File: src/rtl/modulo_controlador_contador_7_bits.sv
// modulo_controlador_contador_7_bits
// Up/down button controller for an external 7-bit counter. Turns level
// requests into one-cycle enable pulses with auto-repeat, and refuses any
// step that would take the counter past LIMITE_MAX or below zero.
//
// Ports
//   clk       in   single clock, rising edge
//   clr       in   asynchronous active-high reset
//   btn_up    in   increment request (level, synchronous to clk)
//   btn_down  in   decrement request (level, synchronous to clk)
//   q         in   [6:0] current counter value
//   enable    out  one-cycle count pulse
//   up_down   out  counter direction, 1 = up, held between pulses
//   cheio     out  q >= LIMITE_MAX (combinational)
//   vazio     out  q == 0 (combinational)
//   erro      out  one-cycle pulse when a request is refused at a limit
//
// state     | meaning
// OCIOSO    | idle, waiting for a single request
// PULSO     | enable high for this one cycle
// ESPERA    | request held, timing the next auto-repeat
// BLOQUEADO | refused or conflicting request, wait for both buttons low
//
// ATRASO_REPETICAO and PERIODO_REPETICAO are legal from 3 to 65535.

module modulo_controlador_contador_7_bits #(
  parameter logic [6:0] LIMITE_MAX        = 7'd99,
  parameter int         ATRASO_REPETICAO  = 50,
  parameter int         PERIODO_REPETICAO = 10
) (
  input  logic       clk,
  input  logic       clr,
  input  logic       btn_up,
  input  logic       btn_down,
  input  logic [6:0] q,
  output logic       enable,
  output logic       up_down,
  output logic       cheio,
  output logic       vazio,
  output logic       erro
);

  typedef enum logic [1:0] {
    OCIOSO,
    PULSO,
    ESPERA,
    BLOQUEADO
  } estado_t;

  // The timer is cleared in PULSO, so ESPERA starts at 0 one cycle after the
  // pulse; the decision to pulse again is taken one cycle before the pulse.
  // Hence the terminal count is the interval minus two.
  localparam logic [15:0] TC_ATRASO  = 16'(ATRASO_REPETICAO - 2);
  localparam logic [15:0] TC_PERIODO = 16'(PERIODO_REPETICAO - 2);

  estado_t     estado;
  logic [15:0] timer;
  logic        repetindo;
  logic        pedido_ativo;
  logic        pedido_oposto;
  logic        no_limite;
  logic        fim_timer;

  assign cheio = (q >= LIMITE_MAX);
  assign vazio = (q == 7'd0);

  // up_down holds the direction of the request being serviced
  assign pedido_ativo  = up_down ? btn_up : btn_down;
  assign pedido_oposto = up_down ? btn_down : btn_up;
  assign no_limite     = up_down ? cheio : vazio;
  assign fim_timer     = (timer == (repetindo ? TC_PERIODO : TC_ATRASO));

  always_ff @(posedge clk or posedge clr) begin
    if (clr) begin
      estado    <= OCIOSO;
      enable    <= 1'b0;
      up_down   <= 1'b1;
      erro      <= 1'b0;
      timer     <= '0;
      repetindo <= 1'b0;
    end else begin
      enable <= 1'b0;
      erro   <= 1'b0;
      case (estado)
        OCIOSO: begin
          if (btn_up && btn_down) begin
            estado <= BLOQUEADO;
          end else if (btn_up) begin
            if (cheio) begin
              erro   <= 1'b1;
              estado <= BLOQUEADO;
            end else begin
              up_down   <= 1'b1;
              enable    <= 1'b1;
              repetindo <= 1'b0;
              estado    <= PULSO;
            end
          end else if (btn_down) begin
            if (vazio) begin
              erro   <= 1'b1;
              estado <= BLOQUEADO;
            end else begin
              up_down   <= 1'b0;
              enable    <= 1'b1;
              repetindo <= 1'b0;
              estado    <= PULSO;
            end
          end
        end

        PULSO: begin
          timer  <= '0;
          estado <= ESPERA;
        end

        ESPERA: begin
          if (pedido_oposto) begin
            estado <= BLOQUEADO;
          end else if (!pedido_ativo) begin
            estado <= OCIOSO;
          end else if (fim_timer) begin
            // q may have moved since the last pulse; recheck before repeating
            if (no_limite) begin
              erro   <= 1'b1;
              estado <= BLOQUEADO;
            end else begin
              enable    <= 1'b1;
              repetindo <= 1'b1;
              estado    <= PULSO;
            end
          end else begin
            timer <= timer + 16'd1;
          end
        end

        BLOQUEADO: begin
          if (!btn_up && !btn_down) begin
            estado <= OCIOSO;
          end
        end

        default: estado <= OCIOSO;
      endcase
    end
  end

endmodule
File: config.mk
export PLATFORM = sky130hd
export DESIGN_NAME = modulo_controlador_contador_7_bits
export DESIGN_NICKNAME = d
export VERILOG_FILES = /design/src/rtl/modulo_controlador_contador_7_bits.sv
export SDC_FILE = /design/constraint.sdc
export NUM_CORES = 1
export LEC_CHECK = 0
export ABC_AREA = 1
export BUFFER_PORTS_ARGS = -buffer_cell sky130_fd_sc_hd__buf_2
export CORE_MARGIN = 2
export CORE_UTILIZATION = 45
export CTS_CLUSTER_SIZE = 30
export DETAILED_ROUTE_END_ITERATION = 16
export PLACE_DENSITY = 0.68
export SLEW_MARGIN = 20
export SYNTH_ARGS = -nofsm -noshare
export SYNTH_HDL_FRONTEND = slang
export SYNTH_SLANG_ARGS = --single-unit
export TNS_END_PERCENT = 10
File: constraint.sdc
create_clock -name clk -period 4.05 [get_ports clk]
set_input_delay 0.2025 -clock clk [delete_from_list [all_inputs] [get_ports clk]]
set_output_delay 0.2025 -clock clk [all_outputs]
set_load 0.1 [all_outputs]
==> results of run 1 <==
## power breakdown
part           leakage [nW]  switching, mW  internal (mW)
logic                 0.614          0.251         0.0758
clock network        0.0150         0.0661         0.0384
registers             0.297         0.0303          0.253
total                 0.926          0.348          0.367
## cell type report
cell class	instances	area share [%]
Timing Repair Buffer	15	4.42
Sequential cell	22	32.5
Multi-Input combinational cell	169	49.7
Tap cell	46	3.39
Clock buffer	4	1.55
Inverter	38	8.41
## sequential cells by signal, indices dropped and copies added (netlist names)
signal     count
timer         16
estado         2
enable         1
erro           1
repetindo      1
up_down        1
## routing by layer
metal | vias to the layer above | track usage (%) | part of all wire, %
met5 | - | 0 | 0
met4 | 0 | 5.71 | 1.0
met3 | 4 | 3.04 | 5.0
met2 | 42 | 30.9 | 42
met1 | 653 | 27.8 | 52
li1 | 783 | - | -
## critical path, stage by stage, from the launching register on
cell and delay [ps]:
dfrtp_1 410, inv_1 90, nand2_2 80, inv_2 220, nand2_2 120, nor3_4 200, nand2_4 170, nand2_4 210
nand2_1 70, a21oi_1 130
## metrics by stage
stage | hold WS [ps] | area (sq um) | utilization [%]
6_report | 37.0 | 1700 | 50.4
5_1_grt | 98.0 | 1700 | 50.4
4_1_cts | 64.4 | 1700 | 50.4
3_5_place_dp | 418 | 1670 | 49.7
3_3_place_gp | 411 | 1670 | 49.7
2_1_floorplan | 191 | 1580 | -
## kinds of logic (layout without fill, tap and decap cells)
family | count (synthesis) | in the layout | share of synthesized area, %
xor+xnor | 3 | 3 | 1.66
simple gates | 150 | 150 | 44.5
fa+ha+maj | 2 | 2 | 1.58
compound gates | 14 | 14 | 5.54
buf+inv | 45 | 57 | 11.8
flops | 22 | 22 | 34.9
## worst paths after layout
kind                       startpoint   endpoint  slack [ps]
max in group asynchronous         clr   timer[5]        3500
setup reg to reg            estado[0]   timer[3]        2280
hold / removal                    clr   timer[0]          40
min in group clk               btn_up    up_down         220
hold reg to reg             timer[14]  timer[14]         550
setup / recovery            estado[0]   timer[3]        2280
## layout by cell type (no fill, tap or decap)
cell      netlist  layout
nand3_2         1       1
inv_1          36      36
and3_1          1       1
a21o_1          1       1
nor3_1          2       2
nand4_1        15      15
nand2_4         2       2
a22o_1          1       1
a31o_2          2       2
inv_2           2       2
nand2_1        57      57
xor2_1          3       3
nor2_1         27      27
nor3_4          1       1
o21ai_0         6       6
nand2_2         4       4
buf_2           2      15
clkbuf_1        2       1
ha_1            2       2
dfstp_2         1       1
o22ai_1         1       1
clkbuf_4        0       3
a21oi_1         2       2
nor2_2          1       1
nand3_1        36      36
o21bai_1        1       1
or2_2           3       3
dfrtp_1        21      21
==> impl_metrics.env, run 1 <==
export IMPL_critPathMaxFanout=19
export IMPL_clockBufferDepth=2
export IMPL_slew_headroom_pct=44.4
export IMPL_io_pins=16
export IMPL_p_per_area_mw_per_mm2=422
export IMPL_cts_resized=0
export IMPL_antennaDiodeCount=0
export IMPL_synth_seq_cells=22
export IMPL_async_flop_share_pct=100
export IMPL_fin_nets=262
export IMPL_grt_pass1_vias=1420
export IMPL_cts_num_sinks=22
export IMPL_required_ps=4290
export IMPL_vias=1482
export IMPL_ys_flop_type="dfrtp_1"
export IMPL_syn_inst=236
export IMPL_endpoint_kind="register"
export IMPL_grt_max_degree=23
export IMPL_rsz0062_at_grt="false"
export IMPL_path_class="reg -> reg"
export IMPL_instances_no_fill=294
export IMPL_period_needed_ps=1770
export IMPL_avgSynthCellArea_sq_um=6.70
export IMPL_status="completed"
export IMPL_clock_skew_ps=6.89
export IMPL_final_max_slew_viol_count=0
export IMPL_cts_root_buf="clkbuf_4"
export IMPL_die_area_sq_mm=0.00400
export IMPL_synthTopCellsByArea="dfrtp_1 (33%), nand2_1 (14%), nand3_1 (11%)"
export IMPL_yosysWarnings=0
export IMPL_synth_edf_count=0
export IMPL_setup_ws_ps=2280
export IMPL_port_buffers=15
export IMPL_postCtsSetupBuffers=0
export IMPL_grt_usage_pct=19.6
export IMPL_route_detailed_drc=0
export IMPL_synth_nets=249
export IMPL_layout_drive_gt1_share_pct=14.1
export IMPL_yosysMostFrequentCell="nand2_1"
export IMPL_grt_first_pass_wirelength_um=6310
export IMPL_wl_um=3390
export IMPL_dp_hpwl_um=2550
export IMPL_firstDrtPassIters=5
export IMPL_start_kind="register"
export IMPL_htree_levels=1
export IMPL_via_per_inst=5.04
export IMPL_hold_viol_final=0
export IMPL_dp_slack_ps=2310
export IMPL_power_leakage_nw=0.926
export IMPL_die_height_um=63.3
export IMPL_start_util_pct=47.0
export IMPL_dp_cells=290
export IMPL_clk_pin_slew_ps=120
export IMPL_ff2ff_path_depth=9
export IMPL_yosys_area_top_type="dfrtp_1"
export IMPL_ys_seq_area_share_pct=34.9
export IMPL_syn2layout_area_growth_pct=7.28
export IMPL_nFillCells=354
export IMPL_clock_latency_ps=310
export IMPL_max_freq_mhz=563
export IMPL_worst_slew_pin_slew_ps=834
export IMPL_cp_arrival_ps=2020
export IMPL_ys_top_cells_by_count="nand2_1 (57), inv_1 (36), nand3_1 (36), nor2_1 (27), dfrtp_1 (21)"
export IMPL_antenna_found_initial=0
export IMPL_area_sequential_sq_um=552
export IMPL_synth_top_area_share_pct=33.2
export IMPL_num_rows=21
export IMPL_die_w_um=63.3
export IMPL_max_cap_violations=0
export IMPL_fin_crit_sh_pct=43.8
export IMPL_place_gp_congestion=0.852
export IMPL_drtIter0Drc=100
export IMPL_setup_viol=0
export IMPL_synth_cell_types=29
export IMPL_synthesis_area_sq_mm=0.00158
export IMPL_cts_buffers_inserted=3
export IMPL_power_mw=0.715
export IMPL_multi_input_area_sq_um=843
export IMPL_cts_tree="yes"
export IMPL_final_setup_tns_ps=0
export IMPL_post_drt_wl_per_cell_um=11.5
export IMPL_gr_total_overflow=0
export IMPL_drtAntennaViolNets=0
export IMPL_core_sq_mm=0.00336
export IMPL_min_path_type="in -> async"
export IMPL_ctsHoldBuffers=0
export IMPL_ir_drop_mv=0.162
Power figures use the tool's default switching activity.
==> run 2: changes to the inputs <==
==> constraint.sdc (replaced) <==
create_clock -name clk -period 1.7 [get_ports clk]
set_input_delay 0.085 -clock clk [delete_from_list [all_inputs] [get_ports clk]]
set_output_delay 0.085 -clock clk [all_outputs]
set_load 0.1 [all_outputs]
==> impl_metrics.env, run 2 (synthesized netlist as in run 1, its figures left out) <==
export IMPL_status="completed"
export IMPL_final_max_slew_viol_count=0
export IMPL_endpoint_kind="register"
export IMPL_via_per_inst=5.05
export IMPL_cts_tree="yes"
export IMPL_whs_ps=75.4
export IMPL_syn2layout_area_growth_pct=22.5
export IMPL_max_freq_mhz=597
export IMPL_p_per_area_mw_per_mm2=1140
export IMPL_period_needed_ps=1680
export IMPL_clk_pin_slew_ps=150
export IMPL_nFillCells=339
export IMPL_slew_headroom_pct=63.9
export IMPL_firstDrtPassIters=7
export IMPL_rsz0062_at_grt="true"
export IMPL_die_area_sq_mm=0.00400
export IMPL_cp_arrival_ps=1920
export IMPL_port_buffers=15
export IMPL_top_register="timer"
export IMPL_core_sq_mm=0.00336
export IMPL_critPathSlowestCell="dfstp_4"
export IMPL_critPathMaxFanout=8
export IMPL_num_rows=21
export IMPL_worst_slew_pin_slew_ps=541
export IMPL_setup_ws_ps=25.0
export IMPL_cpPeakStageDelay_ps=670
export IMPL_drtIter0Drc=89
export IMPL_ir_drop_mv=0.848
export IMPL_grt_pass1_vias=1354
export IMPL_path_cells="inv_4 -> nand2_2 -> nand2_2 -> nor3_4 -> nand2_4 -> buf_6 -> buf_6 -> nand3_2 -> nand2_1"
export IMPL_die_w_um=63.3
export IMPL_cts_num_sinks=22
export IMPL_path_class="reg -> reg"
export IMPL_layout_common_cells="nand2_1 (55), inv_1 (34), nand3_1 (34)"
export IMPL_antenna_found_initial=0
export IMPL_min_path_type="in -> reg"
export IMPL_dp_slack_ps=11.7
export IMPL_clockBufferDepth=2
export IMPL_largest_reg_flops=16
export IMPL_io_pins=16
export IMPL_required_ps=1940
export IMPL_post_drt_wl_per_cell_um=11.8
export IMPL_grt_max_degree=20
export IMPL_setup_viol=0
export IMPL_start_util_pct=47.0
export IMPL_clock_latency_ps=330
export IMPL_route_detailed_drc=0
export IMPL_grt_first_pass_wirelength_um=6220
export IMPL_start_kind="register"
export IMPL_drtAntennaViolNets=0
export IMPL_power_leakage_nw=1.04
export IMPL_reg_top3="timer: 16 flops, estado: 2 flops"
export IMPL_fin_crit_sh_pct=98.5
export IMPL_vias=1576
export IMPL_htree_levels=1
export IMPL_grt_usage_pct=19.5
export IMPL_place_gp_congestion=0.874
export IMPL_final_common_cell="nand2_1"
export IMPL_cts_root_buf="clkbuf_4"
export IMPL_hold_viol_final=0
export IMPL_antennaDiodeCount=0
export IMPL_max_cap_violations=0
export IMPL_die_height_um=63.3
export IMPL_cts_buffers_inserted=3
export IMPL_wl_um=3680
export IMPL_gr_total_overflow=0
export IMPL_layout_drive_gt1_share_pct=24.1
export IMPL_dp_hpwl_um=2520
export IMPL_clock_skew_ps=25.5
export IMPL_fin_nets=280
run 2: cell types whose count changed in the layout (fill, tap and decap cells not counted), sizes merged:
| cell | previous run | this run |
|---|---|---|
| nand2 | 63 | 64 |
| buf | 15 | 31 |
| dlygate4sd3 | 0 | 1 |
| bufinv | 0 | 1 |
| clkbuf | 4 | 3 |
run 2: timing repair:
action	in CTS	in global routing
pin swaps	0	9
setup buffers	0	8
endpoints found under the setup margin	7	17
gates cloned	0	1
hold endpoints to repair	12	0
hold buffers	1	0
gates resized for setup	1	20
run 2: layer usage:
layer,wire length [um],global-route usage (%)
met1,1850,27.1
met2,1570,30.3
met3,215,3.93
met4,40,6.52
met5,0,0
run 2: worst paths after layout:
kind                       startpoint         to  slack [ps]  depth (start not counted)
setup / recovery              up_down   timer[4]          20                          9
hold / removal                 btn_up    up_down          80                          3
setup reg to reg              up_down   timer[4]          20                          9
hold reg to reg             timer[14]  timer[14]         540                          2
max in group asynchronous         clr  timer[15]         820                          4
min in group asynchronous         clr   timer[9]         320                          3
run 2: area by class of cell:
cell class / instances / area, sq um / share of cell area [%]
multi-input combinational: 170 / 895 / 46.2
sequential: 22 / 556 / 28.7
timing repair buffer: 32 / 233 / 12.0
inverter: 38 / 145 / 7.49
tap: 46 / 57.6 / 2.97
clock inverter: 1 / 30.0 / 1.55
clock buffer: 3 / 22.5 / 1.16
run 2: worst max-delay path, delay by kind of cell (launching register included):
kind / cells / cell delay, ps
buf+inv: 3 / 310
flops: 1 / 670
simple gates: 6 / 600
run 2: power breakdown:
part	switching (mW)	leakage (nW)	total, mW	internal, mW
logic	0.714	0.720	1.12	0.402
clock network	0.176	0.0279	0.415	0.239
registers	0.0736	0.297	0.684	0.610
total	0.964	1.04	2.21	1.25
run 2: metrics by stage:
| step | cell area (sq um) | cells | utilization (%) | power, mW | setup TNS, ps |
|---|---|---|---|---|---|
| global route | 1940 | 312 | 57.6 | 2.36 | -470 |
| floorplan | 1590 | 236 | - | 1.35 | -231 |
| CTS | 1810 | 303 | 53.7 | 1.96 | 0 |
| detailed placement | 1730 | 298 | 51.6 | 1.51 | 0 |
| global placement | 1730 | 298 | 51.6 | 1.51 | 0 |
| finish | 1940 | 312 | 57.6 | 2.21 | 0 |
